==> config.mk <==
export PLATFORM = sky130hd
export DESIGN_NAME = conv_tile_feeder
export DESIGN_NICKNAME = d
export VERILOG_FILES = /design/src/rtl/conv_tile_feeder.sv
export SDC_FILE = /design/constraint.sdc
export NUM_CORES = 2
export LEC_CHECK = 0
export CORE_MARGIN = 8
export CORE_UTILIZATION = 40
export CTS_BUF_LIST = sky130_fd_sc_hd__clkbuf_16
export DETAILED_ROUTE_END_ITERATION = 12
export DONT_BUFFER_PORTS = 1
export PLACE_DENSITY_LB_ADDON = 0.1
export RECOVER_POWER = 50
export SLEW_MARGIN = 20
export SYNTH_ARGS = -nofsm -noshare
export SYNTH_HDL_FRONTEND = slang
export SYNTH_SLANG_ARGS = --single-unit
==> constraint.sdc <==
create_clock -name clk -period 42.1 [get_ports clk]
set_input_delay 4.21 -clock clk [delete_from_list [all_inputs] [get_ports clk]]
set_output_delay 4.21 -clock clk [all_outputs]
set_load 0.01 [all_outputs]
==> src/rtl/conv_tile_feeder.sv <==
// Ping-pong 8x8 tile assembler feeding the 2D convolution core.
// A row-major pixel stream fills one bank while the other bank is held for the core.
module conv_tile_feeder #(
  parameter int IMG_W   = 8,
  parameter int PIX_W   = 8,
  parameter int TIMEOUT = 16
) (
  input  logic                         clk,
  input  logic                         rst,
  input  logic                         s_valid,
  input  logic [PIX_W-1:0]             s_data,
  input  logic                         s_last,
  output logic                         s_ready,
  output logic [IMG_W*IMG_W*PIX_W-1:0] tile_data,
  output logic                         tile_start,
  input  logic                         conv_done,
  output logic                         frame_err,
  output logic                         timeout_err
);
  localparam int N  = IMG_W * IMG_W;
  localparam int CW = (N > 1) ? $clog2(N) : 1;
  localparam int TW = $clog2(TIMEOUT + 1);

  typedef enum logic [1:0] {IDLE, ISSUE, WAIT} state_t;

  logic [PIX_W-1:0] pix_reg [2][N];
  logic [1:0]       full_reg;
  logic             wr_bank_reg;
  logic             rd_bank_reg;
  logic [CW-1:0]    wr_cnt_reg;
  state_t           state_reg;
  logic [TW-1:0]    timer_reg;
  logic             tile_start_reg;
  logic             frame_err_reg;
  logic             timeout_err_reg;

  logic             wr_fire;
  logic             wr_wrap;
  logic             rd_release;
  logic [1:0]       full_set;
  logic [1:0]       full_clr;

  assign s_ready    = !full_reg[wr_bank_reg];
  assign wr_fire    = s_valid && s_ready;
  assign wr_wrap    = wr_fire && (wr_cnt_reg == CW'(N - 1));
  // Release on conv_done or on the last permitted WAIT cycle, whichever comes first.
  assign rd_release = (state_reg == WAIT) &&
                      (conv_done || (timer_reg == TW'(TIMEOUT - 1)));

  always_ff @(posedge clk or posedge rst) begin
    if (rst) begin
      for (int b = 0; b < 2; b++) begin
        for (int k = 0; k < N; k++) begin
          pix_reg[b][k] <= '0;
        end
      end
    end else if (wr_fire) begin
      pix_reg[wr_bank_reg][wr_cnt_reg] <= s_data;
    end
  end

  // A premature s_last drops the partial tile; a missing s_last still keeps the full tile.
  always_ff @(posedge clk or posedge rst) begin
    if (rst) begin
      wr_cnt_reg    <= '0;
      wr_bank_reg   <= 1'b0;
      frame_err_reg <= 1'b0;
    end else if (wr_fire) begin
      if (wr_wrap) begin
        wr_cnt_reg  <= '0;
        wr_bank_reg <= !wr_bank_reg;
        if (!s_last) begin
          frame_err_reg <= 1'b1;
        end
      end else if (s_last) begin
        wr_cnt_reg    <= '0;
        frame_err_reg <= 1'b1;
      end else begin
        wr_cnt_reg <= wr_cnt_reg + 1'b1;
      end
    end
  end

  for (genvar gi = 0; gi < 2; gi++) begin : g_bank
    assign full_set[gi] = wr_wrap && (wr_bank_reg == 1'(gi));
    assign full_clr[gi] = rd_release && (rd_bank_reg == 1'(gi));
  end

  always_ff @(posedge clk or posedge rst) begin
    if (rst) begin
      full_reg <= '0;
    end else begin
      full_reg <= (full_reg | full_set) & ~full_clr;
    end
  end

  always_ff @(posedge clk or posedge rst) begin
    if (rst) begin
      state_reg       <= IDLE;
      rd_bank_reg     <= 1'b0;
      timer_reg       <= '0;
      tile_start_reg  <= 1'b0;
      timeout_err_reg <= 1'b0;
    end else begin
      case (state_reg)
        IDLE: begin
          tile_start_reg <= 1'b0;
          if (full_reg[rd_bank_reg]) begin
            state_reg      <= ISSUE;
            tile_start_reg <= 1'b1;
          end
        end
        ISSUE: begin
          tile_start_reg <= 1'b0;
          timer_reg      <= '0;
          state_reg      <= WAIT;
        end
        WAIT: begin
          tile_start_reg <= 1'b0;
          timer_reg      <= timer_reg + 1'b1;
          if (conv_done) begin
            rd_bank_reg <= !rd_bank_reg;
            state_reg   <= IDLE;
          end else if (timer_reg == TW'(TIMEOUT - 1)) begin
            timeout_err_reg <= 1'b1;
            rd_bank_reg     <= !rd_bank_reg;
            state_reg       <= IDLE;
          end
        end
        default: begin
          tile_start_reg <= 1'b0;
          state_reg      <= IDLE;
        end
      endcase
    end
  end

  for (genvar gi = 0; gi < N; gi++) begin : g_tile
    assign tile_data[gi*PIX_W +: PIX_W] = pix_reg[rd_bank_reg][gi];
  end

  assign tile_start  = tile_start_reg;
  assign frame_err   = frame_err_reg;
  assign timeout_err = timeout_err_reg;

endmodule

==> flow_summary.ini <==
[run_status]
status = finished with violations
violations = max-capacitance violations, max-slew violations

[drt]
highest_layer = met4
totalWireLength_um = 140000
drt_iter0_drc = 1273
via_per_inst = 5.52
num_vias = 25400
drt_first_pass_iters = 5
met3_wirelength_um = 7790
wl_per_cell_um = 30.5
wl_met2_um = 67500
ant_nets = 0
met1_length_um = 61200
remaining_drc_errors = 0

[global_route]
track_usage_pct = 21.9
grt_pass1_wl_um = 205000
grt_max_degree = 181
antenna_found_initial = 1
grt_pass1_vias = 27300
grt-ovfl-total = 0

[synth]
synth_edf_count = 0
ys_ff_latch = 1044
syn_nets = 3065
synth_warnings = 0
syn_avg_cell_area_sq_um = 15.0
synth_ff_type = dfrtp_1
synth_area_leaders = dfrtp_1 (57%), mux2_2 (37%), clkbuf_1 (1.5%)
synth_area_sq_mm = 0.0457
synth_largest_area_cell = dfrtp_1
ys_seq_area_share_pct = 57.1
yosys.area.top_type_share_pct = 57.1
postSynth.asyncResetShare_pct = 100
syn_inst = 3045
ys_types = 42

[clock_tree]
cts.sinks = 1044
clock_latency_ns = 0.68
post_cts_buffers = 0
clk_pin_slew_ns = 0.06
cts_inserted_buffers = 112
tritoncts = built
cts_buffer_depth = 3
htreeDepth = 3
root_buffer = clkbuf_16
cts_hold_buf = 0
cts_resized = 0

[timing]
slew_viol_final = 583
skew_ns = 0.0163
fin_tns_setup_ns = 0
worst_pin_slew_ns = 8.15
setup_viol = 0
finalCriticalPeriod_ns = 15.33
slew_headroom_pct = -443
hold_violations = 0
grt_setup_unrepaired = false
max_freq_ghz = 0.0652
finalCritPeriodShare_pct = 36.4

[setup_path]
endpoint_kind = async pin
crit_type = in2async
crit_fanout = 153
worstPathCellList = clkinvlp_2 -> clkbuf_1 -> buf_4 -> buf_4
path_buf_inv = 4
slowest_delay_ns = 5.96
cp_common_cell = buf_4
critPathRequiredTime_ns = 42.77
start_kind = input pin
worst_path_max_delay_cell = clkbuf_1
arrival_ns = 16.00
cp_top_family = buffers and inverters

[layout]
layout_commonest_cell = mux2_2
final_cell_mix = mux2_2 (1,510), dfrtp_1 (1,044), clkbuf_16 (114)
syn_to_final_growth_pct = 10.4
fillCellCount = 10200
drive_gt1_share_pct = 55.1
nets = 3013
largest_reg_flops = 1024
postLayoutCellArea_sq_mm = 0.0505
post-route-util_pct = 44.4

[pwr]
power_uw = 2140
cellPowerDensity_mw_per_mm2 = 42.5
ir_drop_mv = 0.0298
p_leak_uw = 0.0253

[floorplanning]
fp-row-count = 124
die_area_sq_mm = 0.125
pin_count = 529
die_x_um = 354
start_util_pct = 40.2
coreArea_sq_mm = 0.114
fp.dieH_um = 354

[run]
maxCapViolCount = 17

[placement]
portBuffers = 0
place_congestion = 0.829
hpwl_um = 91700
post_dp_cell_area_sq_mm = 0.0472

[min_path]
hold_path_class = reg2reg
[cell usage after synthesis, drive strengths merged (4+ instances only)]
library cell  instances
clkbuf              184
nor2b                 4
and2                  5
a21oi                 4
nor4                 11
ha                    7
dfrtp              1044
or4                   4
nand3                 6
inv                  11
mux2               1538
buf                  17
nor2                 41
nand2               106
or2                   4
nand2b                6
nor3                 14
o21ai                11
and3                  5
[logic make-up after synthesis]
group                    Yosys count  share of synthesized area (%)
AO/OA/AOI/OAI                     23                          0.290
XOR/XNOR                           3                         0.0575
adder cells (fa/ha/maj)            7                          0.191
buffers and inverters            212                           1.78
flip-flops                      1044                           57.1
multiplexers                    1541                           37.9
AND/OR/NAND/NOR                  215                           2.64
[where the power goes]
part / total (uW) / internal, uW / switching (uW)
clock network: 961 / 555 / 405
logic: 131 / 48.3 / 82.4
registers: 1050 / 1030 / 19.2
total: 2140 / 1640 / 507
[per-layer routing]
metal	up-vias	global-route usage, %
met3	164	5.19
li1	10800	-
met1	13800	29.2
met4	0	5.29
met2	653	36.2
met5	-	0
[layout make-up]
cell class | count | area [sq um] | area share, %
Inverter | 11 | 42.5 | 0.0842
Clock buffer | 114 | 2850 | 5.65
Clock inverter | 96 | 719 | 1.42
Tap cell | 1512 | 1890 | 3.74
Timing Repair Buffer | 35 | 265 | 0.525
Antenna cell | 3 | 7.51 | 0.0149
Multi-Input combinational cell | 1789 | 18600 | 36.8
Sequential cell | 1044 | 26100 | 51.7
[path summary, 6_finish.rpt]
kind	startpoint	end	slack, ns	cells past startpoint
max	rst	pix_reg[279]	26.77	4
min	pix_reg[873]	pix_reg[873]	0.50	1
max reg2reg	wr_cnt_reg[0]	pix_reg[807]	37.31	4
min reg2reg	pix_reg[873]	pix_reg[873]	0.50	1
max in group clk	rd_bank_reg	tile_data[280]	32.00	5
min in group asynchronous	rst	pix_reg[629]	5.24	1
[through the flow]
stage	hold slack (ns)	setup WS [ns]	std cells
2_1_floorplan	0.452	8.51	3045
5_1_grt	0.505	24.32	4601
4_1_cts	0.500	33.07	4600
3_5_place_dp	0.487	33.85	4390
6_report	0.498	26.77	4604
3_3_place_gp	0.472	34.01	4390
Power figures use the tool's default switching activity.
